## src/rtl/pipe_ctrl_pkg.sv

```systemverilog
// Shared definitions for the RV32 pipeline hazard controller.
package pipe_ctrl_pkg;

  // Memory-wait watchdog state encoding; also visible on the debug state port.
  typedef enum logic [1:0] {
    ST_RUN      = 2'd0,
    ST_MEM_WAIT = 2'd1,
    ST_ERR      = 2'd2
  } ctrl_state_e;

  // Architectural zero register; writes to it never create a dependency.
  localparam logic [4:0] REG_ZERO = 5'd0;

endpackage

```

## src/rtl/sat_counter.sv

```systemverilog
// Saturating up-counter: sticks at all-ones instead of wrapping.
module sat_counter #(
  parameter int unsigned W = 32
) (
  input  logic         clk,
  input  logic         rst,
  input  logic         inc,
  output logic [W-1:0] q
);

  // Synchronous clear, then increment until all-ones.
  always_ff @(posedge clk) begin
    if (rst) begin
      q <= '0;
    end else if (inc && (q != '1)) begin
      q <= q + W'(1);
    end
  end

endmodule

```

## src/rtl/pipe_hazard_ctrl.sv

```systemverilog
// Central hazard controller for the 5-stage RV32 pipeline: load-use bubbles,
// EX redirects, data-RAM wait freezes, memory-wait watchdog and perf counters.
module pipe_hazard_ctrl
  import pipe_ctrl_pkg::*;
#(
  parameter int unsigned MEM_TIMEOUT = 16,
  parameter int unsigned CNT_W       = 32
) (
  input  logic             cpu_clk,
  input  logic             cpu_rst,
  input  logic             id_valid,
  input  logic [4:0]       id_rs1,
  input  logic [4:0]       id_rs2,
  input  logic             id_rs1_used,
  input  logic             id_rs2_used,
  input  logic             ex_valid,
  input  logic [4:0]       ex_rd,
  input  logic             ex_rf_we,
  input  logic             ex_is_load,
  input  logic             ex_redirect,
  input  logic             mem_req,
  input  logic             mem_ack,
  output logic             pc_hold,
  output logic             ifid_suspend,
  output logic             ifid_flush,
  output logic             idex_suspend,
  output logic             idex_flush,
  output logic             idex_load_use,
  output logic             exmem_suspend,
  output logic             memwb_flush,
  output logic             mem_timeout,
  output logic [1:0]       state,
  output logic [CNT_W-1:0] stall_cycles,
  output logic [CNT_W-1:0] flush_events
);

  // Wait counter only needs to reach MEM_TIMEOUT-1.
  localparam int unsigned WC_W = (MEM_TIMEOUT > 2) ? $clog2(MEM_TIMEOUT) : 1;
  localparam logic [WC_W-1:0] WAIT_LAST = WC_W'(MEM_TIMEOUT - 1);

  ctrl_state_e     state_q, state_d;
  logic [WC_W-1:0] wait_q, wait_d;
  logic            timeout_set;
  logic            mem_stall;
  logic            rs1_hit, rs2_hit;
  logic            lu_hit;

  assign mem_stall = mem_req & ~mem_ack;

  assign rs1_hit = id_rs1_used & (id_rs1 == ex_rd);
  assign rs2_hit = id_rs2_used & (id_rs2 == ex_rd);
  assign lu_hit  = ex_valid & ex_is_load & ex_rf_we & (ex_rd != REG_ZERO) &
                   id_valid & (rs1_hit | rs2_hit);

  assign state = state_q;

  // State, wait counter and sticky timeout flag.
  always_ff @(posedge cpu_clk) begin
    if (cpu_rst) begin
      state_q     <= ST_RUN;
      wait_q      <= '0;
      mem_timeout <= 1'b0;
    end else begin
      state_q     <= state_d;
      wait_q      <= wait_d;
      mem_timeout <= mem_timeout | timeout_set;
    end
  end

  // Watchdog next state: count consecutive stalled cycles, trap at the limit.
  always_comb begin
    state_d     = state_q;
    wait_d      = wait_q;
    timeout_set = 1'b0;
    unique case (state_q)
      ST_RUN: begin
        if (mem_stall) begin
          state_d = ST_MEM_WAIT;
          wait_d  = WC_W'(1);
        end
      end
      ST_MEM_WAIT: begin
        if (!mem_stall) begin
          state_d = ST_RUN;
          wait_d  = '0;
        end else if (wait_q == WAIT_LAST) begin
          state_d     = ST_ERR;
          timeout_set = 1'b1;
        end else begin
          wait_d = wait_q + WC_W'(1);
        end
      end
      ST_ERR: begin
        state_d = ST_ERR;
      end
      default: begin
        state_d = ST_RUN;
        wait_d  = '0;
      end
    endcase
  end

  // Priority mux for pipeline controls: error > RAM wait > redirect > load-use.
  always_comb begin
    pc_hold       = 1'b0;
    ifid_suspend  = 1'b0;
    ifid_flush    = 1'b0;
    idex_suspend  = 1'b0;
    idex_flush    = 1'b0;
    idex_load_use = 1'b0;
    exmem_suspend = 1'b0;
    memwb_flush   = 1'b0;
    if (!cpu_rst) begin
      if ((state_q == ST_ERR) || mem_stall) begin
        // EX is frozen, so a pending redirect stays stable until the ack cycle.
        pc_hold       = 1'b1;
        ifid_suspend  = 1'b1;
        idex_suspend  = 1'b1;
        exmem_suspend = 1'b1;
        memwb_flush   = 1'b1;
      end else if (ex_redirect) begin
        // ID holds a wrong-path instruction, so any load-use hit is moot.
        ifid_flush = 1'b1;
        idex_flush = 1'b1;
      end else if (lu_hit) begin
        pc_hold       = 1'b1;
        ifid_suspend  = 1'b1;
        idex_load_use = 1'b1;
      end
    end
  end

  sat_counter #(.W(CNT_W)) u_stall_cnt (
    .clk (cpu_clk),
    .rst (cpu_rst),
    .inc (pc_hold),
    .q   (stall_cycles)
  );

  sat_counter #(.W(CNT_W)) u_flush_cnt (
    .clk (cpu_clk),
    .rst (cpu_rst),
    .inc (ifid_flush),
    .q   (flush_events)
  );

endmodule
```

## config.mk

```make
export PLATFORM = sky130hd
export DESIGN_NAME = pipe_hazard_ctrl
export DESIGN_NICKNAME = d
export VERILOG_FILES = /design/src/rtl/pipe_ctrl_pkg.sv /design/src/rtl/sat_counter.sv /design/src/rtl/pipe_hazard_ctrl.sv
export SDC_FILE = /design/constraint.sdc
export NUM_CORES = 1
export LEC_CHECK = 0
export BUFFER_PORTS_ARGS = -buffer_cell sky130_fd_sc_hd__buf_2
export CAP_MARGIN = 20
export CORE_UTILIZATION = 35
export DETAILED_ROUTE_END_ITERATION = 16
export PLACE_DENSITY = 0.58
export SLEW_MARGIN = 40
export SYNTH_ARGS = -nofsm -noshare
export SYNTH_HDL_FRONTEND = slang
export SYNTH_SLANG_ARGS = --single-unit
```

## constraint.sdc

```tcl
create_clock -name cpu_clk -period 5.1 [get_ports cpu_clk]
set_clock_uncertainty 0.15 [all_clocks]
set_input_delay 0.255 -clock cpu_clk [delete_from_list [all_inputs] [get_ports cpu_clk]]
set_output_delay 0.255 -clock cpu_clk [all_outputs]
set_load 0.03 [all_outputs]
```

Word level (Yosys, flattened, before mapping)

Index checks and enable logic that the tools add are counted.

Bitwise operators: 12
Order comparisons: 0
Multiply operators: 0
Eq/ne operators: 10
Multiplexer cells: 22
$add $sub $neg: 3
Shift-type cells: 0
Reduce and logical (&&, ||, !) cells: 7
Divide/modulo/power cells: 0

Operator list:

| operator                | number |
|---|---|
| $add A32 B1 Y32 const B | 2 |
| $ne A32 B32 Y1 const B  | 2 |
| $mux W1                 | 14 |
| $mux W4                 | 3 |
| $pmux W4 S3             | 1 |
| $eq A5 B5 Y1            | 2 |
| $and A1 B1 Y1           | 8 |
| $mux W2                 | 3 |
| $ne A3 B3 Y1 const B    | 2 |
| $pmux W2 S3             | 1 |
| $reduce_bool A5 Y1      | 1 |
| $add A4 B1 Y4 const B   | 1 |
| $eq A4 B4 Y1 const B    | 1 |
| $reduce_and A3 Y1       | 1 |
| $eq A2 B1 Y1 const B    | 1 |
| $eq A2 B2 Y1 const B    | 1 |
| $logic_and A1 B1 Y1     | 2 |
| $logic_not A2 Y1        | 1 |
| $ne A2 B2 Y1 const B    | 1 |
| $not A1 Y1              | 2 |
| $or A1 B1 Y1            | 2 |
| $reduce_and A2 Y1       | 1 |
| $logic_or A1 B1 Y1      | 1 |

Memories: 0
Bits in registers: 71
Memory bits (writable): 0
ROM bits: 0
Latch bits: 0

Longest topological paths before layout

Gate-level depths: netlist of the first run.

Word-level depth: 10
Gate-level depth with buffers: 9
Gate-level depth less buffers: 7

Modules after synthesis

Synthesis of the first run repeated with hierarchy kept, for this count alone.

Cell total of the unflattened synthesis: 464
Area, all modules: 3,893.7 um^2

Modules (own cells, without submodules):

| module           | instances | cells an instance | area an instance (um^2) |
|---|---|---|---|
| sat_counter      | 2         | 199               | 1,674.1 |
| pipe_hazard_ctrl | 1         | 66                | 545.5 |

Least setup slack after synthesis of the first run

OpenSTA, ideal clock, no wires.

Path kind: register -> register
From: register u_stall_cnt.q[0]
To: register u_stall_cnt.q[29]
Period minus slack after synthesis: 2.525 ns
Setup slack: 2.575 ns
Data arrival time: 2.252 ns
Path buffers: 1
Library setup time: 0.123 ns
Stages on the path, launching flop included: 9
Cell sequence: dfxtp_1 ha_1 and3_1 and3_1 a32oi_4 nand2_2 buf_6 nor4_1 mux2_1

Word-level cells in the longest chain between the ends: 2
Elaborated cells between the ends (all ways): 3
Classes of those cells: add/sub (1); eq/ne (1); reduce/logical (1)

Ends and longest elaborated chain:

| element                                                 | line              | source |
|---|---|---|
| start, declared                                         | sat_counter.sv:8  | `output logic [W-1:0] q` |
| start signal, assigned                                  | sat_counter.sv:16 | `q <= q + W'(1);` |
| branches (longest 2 deep; another with $add A32 B1 Y32) | -                 |  |

Several ways; the timed one is not identified.
A chain may end at the register's enable or synchronous reset.

Worst setup path in the final report of the first run

Same ends and word-level chain as after synthesis.

==> results of run 1 <==
[layer usage]
layer | part of all wire | vias up | track usage | wire length [µm]
met5 | 0 | - | 0 | 0
met3 | 0.057 | 11 | 0.0445 | 535
li1 | - | 1736 | - | -
met2 | 0.46 | 85 | 0.288 | 4330
met4 | 0.010 | 0 | 0.0643 | 93
met1 | 0.47 | 1592 | 0.226 | 4360
[worst max-delay path, delay by kind of cell, from the launching register on]
family,cells,cell delay (ns)
fa+ha+maj,1,0.25
simple gates,4,1.15
flops,1,0.34
mux,1,0.35
compound gates,1,0.32
[metrics by stage]
step	power, mW	cells	hold WS, ns
floorplan	0.615	432	0.322
global placement	0.636	645	0.290
detailed placement	0.636	645	0.293
CTS	1.13	661	0.305
global route	1.16	661	0.317
finish	1.11	661	0.299
[cells in the final DEF (no fill, tap or decap), drive strengths merged, types with 4 or more instances in the layout]
cell type    n
nand4       24
xnor2       24
nor2b        4
nor2        56
inv         10
or4         10
nand2       34
a21oi       21
buf        102
o21ai       14
and2         4
and3         9
mux2         5
nor3        11
o31ai       11
clkbuf      11
nor4         5
o211ai       4
and4        11
or3         12
nand3       25
dfxtp       71
xor2        20
[report_power, final]
group | internal (mW) | switching (mW)
clock | 0.277 | 0.215
combinational | 0.0224 | 0.0416
sequential | 0.556 | 0.00285
[final cells by class]
type / instances / share of cell area
clock buffer: 11 / 0.0299
sequential: 71 / 0.323
timing repair buffer: 102 / 0.117
tap: 133 / 0.0378
clock inverter: 5 / 0.0185
multi-input combinational: 330 / 0.466
inverter: 9 / 0.00768
[sequential cells by signal, summed over array words and instances (netlist names)]
signal,cells
wait_q,4
state,2
mem_timeout,1
u_stall_cnt.q,32
u_flush_cnt.q,32
[logic make-up after synthesis]
family | after synthesis | synth area share
simple gates | 212 | 0.307
buf+inv | 31 | 0.0444
compound gates | 64 | 0.120
fa+ha+maj | 3 | 0.0103
xor+xnor | 44 | 0.106
flops | 71 | 0.391
mux | 7 | 0.0210
[worst max-delay path by stage]
stage,depth (start not counted),end,from
after floorplan,8,u_stall_cnt.q[29]$_SDFFE_PP0P_,u_stall_cnt.q[0]$_SDFFE_PP0P_
after global placement,7,u_flush_cnt.q[27]$_SDFFE_PP0P_,cpu_rst
after detailed placement,7,u_flush_cnt.q[27]$_SDFFE_PP0P_,cpu_rst
after CTS,7,u_stall_cnt.q[29]$_SDFFE_PP0P_,u_stall_cnt.q[0]$_SDFFE_PP0P_
after global routing,7,u_stall_cnt.q[19]$_SDFFE_PP0P_,u_stall_cnt.q[0]$_SDFFE_PP0P_
final,7,u_stall_cnt.q[29]$_SDFFE_PP0P_,u_stall_cnt.q[0]$_SDFFE_PP0P_
==> flow_summary.ini, run 1 <==
[run_status]
outcome = complete, no violations

[power]
powerDensity_nw_per_um2 = 253
p_leak_nw = 1.77
power.ir.vdd_worst_uv = 132

[clocking]
tritoncts = yes
ctsRootBufferMaster = sky130_fd_sc_hd__clkbuf_8
clk_path_buf_depth = 2
cts.reportedPaths.clkPinSlew_ns = 0.08
cts-buffers-inserted = 9
hold_bufs_inserted_after_cts = 0
clock_latency_ns = 0.35
cts-resized-gates = 0
clock_sink_count = 71
htree_levels = 3
postCtsSetupBuffers = 0

[min_path]
hold_path_class = flip-flop to flip-flop
min-delay-start = mem_timeout$_SDFF_PP0_
hold_path_end = mem_timeout$_SDFF_PP0_
hold_depth = 2

[layout]
final_area_um2 = 4400
antenna_cells_inserted = 0
seq_area_um2 = 1420
number_of_fill_cells_in_the_layout = 1007
multi_input_comb_area_um2 = 2050
drive_above_1_share = 0.239
num-nets-final = 552
area_growth_syn_to_layout_pct = 21.1
final_core_utilization = 0.444

[synth]
synth.avg_cell_area_um2 = 8.41
ys.flop_type = sky130_fd_sc_hd__dfxtp_1
synth.net_count = 461
synth_enable_flop_cells = 0
synth_sequential_area_ratio = 0.391
netlist_instances = 432
yosys-top-cells-count = 71 x sky130_fd_sc_hd__dfxtp_1, 56 x sky130_fd_sc_hd__nor2_1, 33 x sky130_fd_sc_hd__nand2_1
yosys_cell_types = 52
syn-cell-area_um2 = 3630
ys_warn_count = 0
synthArstFlopShare = 0
register_bit_count_reported_by_yosys = 71
post_synth_main_area_contributors = sky130_fd_sc_hd__dfxtp_1 39%, sky130_fd_sc_hd__nor2_1 5.8%, sky130_fd_sc_hd__xnor2_1 5.8%
yosys.cell_count.top_type = sky130_fd_sc_hd__dfxtp_1
yosys.area.top_type_share = 0.391
netlist.top_cell.by_area = sky130_fd_sc_hd__dfxtp_1

[floorplanning]
initial_util = 0.367
core_area_um2 = 9910
die_w_um = 104
rows = 36
height_of_the_chip_um = 104
die-area_um2 = 10800
io-pin-count = 101

[worst_setup_path]
r2r_cells = 7
cp-end-kind = flip-flop
worst_ep_arrival_time_ns = 2.77
ordered_list_of_cells_on_the_worst_path = ha_1, and3_1, and3_1, a32oi_4, nand2_2, nor4_1, mux2_1
slowest_stage = sky130_fd_sc_hd__nor4_1
maximum_fanout_along_the_worst_path = 21
crit_path_frequent_cell = sky130_fd_sc_hd__and3_1
crit_required_ns = 5.18
rrSetupSlack_ns = 2.41
critical_path.max_stage_delay_ns = 0.38
critical_r2r_capture = u_stall_cnt.q[29]$_SDFFE_PP0P_
critPathLaunchType = flip-flop
criticalPathCategory = flip-flop to flip-flop
critical_path.reg2reg.startpoint = u_stall_cnt.q[0]$_SDFFE_PP0P_

[global_route]
global_route.overflow_total = 0
maximum_number_of_pins_on_one_net_before_global_route_repair = 41
grt_pass1_wl_mm = 15.6
grt_pass1_vias = 3277
gr-usage-all-layers = 0.177
grt_antenna_before_repair = 0

[placement]
place.port_buffers = 100
postPlaceCellArea_um2 = 4190
finalWeightedCongestion = 0.786
post-place-ws_ns = 2.30
hpwl_reported_at_the_end_of_detailed_placement_mm = 6.70

[routing]
detail_route.iter0.violations = 144
routed_wire_length_per_instance_um = 14.1
drt_wl_total_mm = 9.32
post-route-drc-count = 0
antenna_left = 0
dr.pass1.iters = 4
dr_total_vias = 3424
drt-vias-per-instance = 5.18

[job]
max_cap_violations = 0

[sta]
period_minus_slack_ns = 2.69
setup_total_negative_slack_ns = 0
slew_violations = 0
timing_worst_slew_pin_value_ns = 0.761
final_min_period_over_clock_period = 0.526
number_of_failing_setup_endpoints_in_the_final_timing_report = 0
final.setup.worst_slack_ns = 2.41
report.final.hold_viol_count = 0
maxSlewHeadroom = 0.493
grt_setup_unrepaired = no
clock.fmax_ghz = 0.372
Power figures use the tool's default switching activity.
==> run 2: changes to the inputs <==
--- a/config.mk
+++ b/config.mk
@@ -5,6 +5,7 @@
 export SDC_FILE = /design/constraint.sdc
 export NUM_CORES = 1
 export LEC_CHECK = 0
+export ABC_AREA = 1
 export BUFFER_PORTS_ARGS = -buffer_cell sky130_fd_sc_hd__buf_2
 export CAP_MARGIN = 20
 export CORE_UTILIZATION = 35
==> constraint.sdc (replaced) <==
create_clock -name cpu_clk -period 2.15 [get_ports cpu_clk]
set_clock_uncertainty 0.15 [all_clocks]
set_input_delay 0.1075 -clock cpu_clk [delete_from_list [all_inputs] [get_ports cpu_clk]]
set_output_delay 0.1075 -clock cpu_clk [all_outputs]
set_load 0.03 [all_outputs]
==> flow_summary.ini, run 2 <==
[synth]
register_bit_count_reported_by_yosys = 71
yosys.cell_count.top_type = sky130_fd_sc_hd__nand2_1
netlist_instances = 780
yosys.area.top_type_share = 0.302
synth_enable_flop_cells = 0
ys.flop_type = sky130_fd_sc_hd__dfxtp_1
synth.mux.area_fraction = 0
yosys.area_share.xor_xnor = 0.0465
yosys_cell_types = 32
netlist.top_cell.by_area = sky130_fd_sc_hd__dfxtp_1
synth_sequential_area_ratio = 0.302
syn-cell-area_um2 = 4710
synth.net_count = 809
yosys.area_share.adder = 0.00797
yosys-top-cells-count = 285 x sky130_fd_sc_hd__nand2_1, 104 x sky130_fd_sc_hd__nor2_1, 74 x sky130_fd_sc_hd__inv_1, 71 x sky130_fd_sc_hd__dfxtp_1, 62 x sky130_fd_sc_hd__a21oi_1
synth_compound_area_frac = 0.0829
synthArstFlopShare = 0
main_combinational_cell_family_by_area_after_synthesis = simple AND/OR/NAND/NOR gates
post_synth_main_area_contributors = sky130_fd_sc_hd__dfxtp_1 30%, sky130_fd_sc_hd__nand2_1 23%, sky130_fd_sc_hd__nor2_1 8.3%
synth.avg_cell_area_um2 = 6.04
ys_warn_count = 0
area_fraction_in_and_or_nand_and_nor_cells_after_synthesis = 0.469

[worst_setup_path]
worst_ep_arrival_time_ns = 1.76
crit_required_ns = 1.89
cp-end-kind = output port
maximum_fanout_along_the_worst_path = 14
criticalPathCategory = primary input to output port
critPathLaunchType = primary input

[routing]
dr.pass1.iters = 5
drt_wl_total_mm = 13.8
post-route-drc-count = 0
drt-vias-per-instance = 4.75
detail_route.iter0.violations = 303
antenna_left = 0
routed_wire_length_per_instance_um = 12.7
dr_total_vias = 5168

[clocking]
clock_latency_ns = 0.33
htree_levels = 3
clk_path_buf_depth = 2
cts-buffers-inserted = 9
ctsRootBufferMaster = sky130_fd_sc_hd__clkbuf_16
tritoncts = yes
cts.reportedPaths.clkPinSlew_ns = 0.05
clock_sink_count = 71

[sta]
setup_total_negative_slack_ns = 0
number_of_failing_setup_endpoints_in_the_final_timing_report = 0
period_minus_slack_ns = 2.02
grt_setup_unrepaired = no
report.final.hold_viol_count = 0
final_min_period_over_clock_period = 0.941
timing_worst_slew_pin_value_ns = 0.427
clock.fmax_ghz = 0.495
slew_violations = 0
maxSlewHeadroom = 0.713

[global_route]
gr-usage-all-layers = 0.207
maximum_number_of_pins_on_one_net_before_global_route_repair = 34
grt_pass1_wl_mm = 23.3
global_route.overflow_total = 0
grt_pass1_vias = 4800
grt_antenna_before_repair = 0

[layout]
antenna_cells_inserted = 0
seq_area_um2 = 1420
final_common_cell = sky130_fd_sc_hd__nand2_1
number_of_fill_cells_in_the_layout = 1459
drive_above_1_share = 0.194
layout.cells.most_common_list = 284 x sky130_fd_sc_hd__nand2_1, 103 x sky130_fd_sc_hd__nor2_1, 100 x sky130_fd_sc_hd__buf_2, 74 x sky130_fd_sc_hd__inv_1, 71 x sky130_fd_sc_hd__dfxtp_1
num-nets-final = 935
area_growth_syn_to_layout_pct = 25.9
multi_input_comb_area_um2 = 2880
largestRegisters = u_flush_cnt.q: 32 flops, u_stall_cnt.q: 32 flops, wait_q: 4 flops

[placement]
finalWeightedCongestion = 0.906
hpwl_reported_at_the_end_of_detailed_placement_mm = 10.6
place.port_buffers = 100

[floorplanning]
height_of_the_chip_um = 118
io-pin-count = 101
core_area_um2 = 13200
die-area_um2 = 13900
die_w_um = 118
initial_util = 0.357
rows = 42

[power]
powerDensity_nw_per_um2 = 539
p_total_mw = 3.19
p_leak_nw = 2.64
power.ir.vdd_worst_uv = 313

[run_status]
outcome = complete, no violations

[min_path]
hold_path_class = primary input to flip-flop

[job]
max_cap_violations = 0
run 2: final timing paths:
check | startpoint | end | slack (ns) | cells after the start
worst max-delay path | mem_ack | pc_hold | 0.13 | 7
worst min-delay path | cpu_rst | wait_q[0]$_SDFFE_PP0P_ | 0.05 | 4
worst max register to register | u_stall_cnt.q[0]$_SDFFE_PP0P_ | u_stall_cnt.q[10]$_SDFFE_PP0P_ | 0.18 | 9
worst min register to register | mem_timeout$_SDFF_PP0_ | mem_timeout$_SDFF_PP0_ | 0.30 | 2
run 2: repair_timing:
item,4_1_cts,5_1_grt
endpoints found under the hold margin,1,0
setup buffers,0,0
setup endpoints to repair,2,7
hold buffers,1,0
resized for setup,1,4
run 2: area by class of cell:
cell class                 instances  share of cell area
multi-input combinational        611               0.486
sequential                        71               0.240
timing repair buffer             139               0.134
inverter                          74              0.0469
clock buffer                      11              0.0426
tap                              176              0.0372
clock inverter                     5              0.0135
run 2: power by group:
part	total, mW	internal [mW]	switching, mW
Sequential	1.33	1.32	0.00611
Clock	1.66	1.08	0.581
Combinational	0.205	0.0666	0.138
Total	3.19	2.47	0.726
run 2: cells by family (layout without fill, tap and decap cells):
kind of cell	count (synthesis)	after routing
flops	71	71
buf+inv	98	229
simple gates	509	509
xor+xnor	25	25
compound gates	74	74
fa+ha+maj	3	3
run 2: worst max-delay path, cell delays in order:
cell and delay, ns:
sky130_fd_sc_hd__dlygate4sd3_1 0.53, sky130_fd_sc_hd__buf_2 0.13, sky130_fd_sc_hd__o21ai_2 0.22, sky130_fd_sc_hd__nand2_1 0.14, sky130_fd_sc_hd__nand2_4 0.17, sky130_fd_sc_hd__buf_4 0.23, sky130_fd_sc_hd__buf_2 0.22
run 2: layer usage:
| layer | vias up | global-route usage | wire, µm |
|---|---|---|---|
| li1 | 2730 | - | - |
| met5 | - | 0 | 0 |
| met3 | 16 | 0.0378 | 542 |
| met4 | 0 | 0.0593 | 202 |
| met2 | 114 | 0.365 | 6680 |
| met1 | 2308 | 0.254 | 6320 |
run 2: through the flow:
stage	cell area (µm²)	worst slack, ns	hold WS, ns	instances	utilization
after floorplan	4710	0.00548	0.126	780	-
after global placement	5560	0.172	0.293	1070	0.422
after detailed placement	5560	0.142	0.299	1070	0.422
after CTS	5910	0.0350	0.0430	1087	0.448
after global routing	5930	0.0160	0.0970	1087	0.449
final	5930	0.128	0.0503	1087	0.449
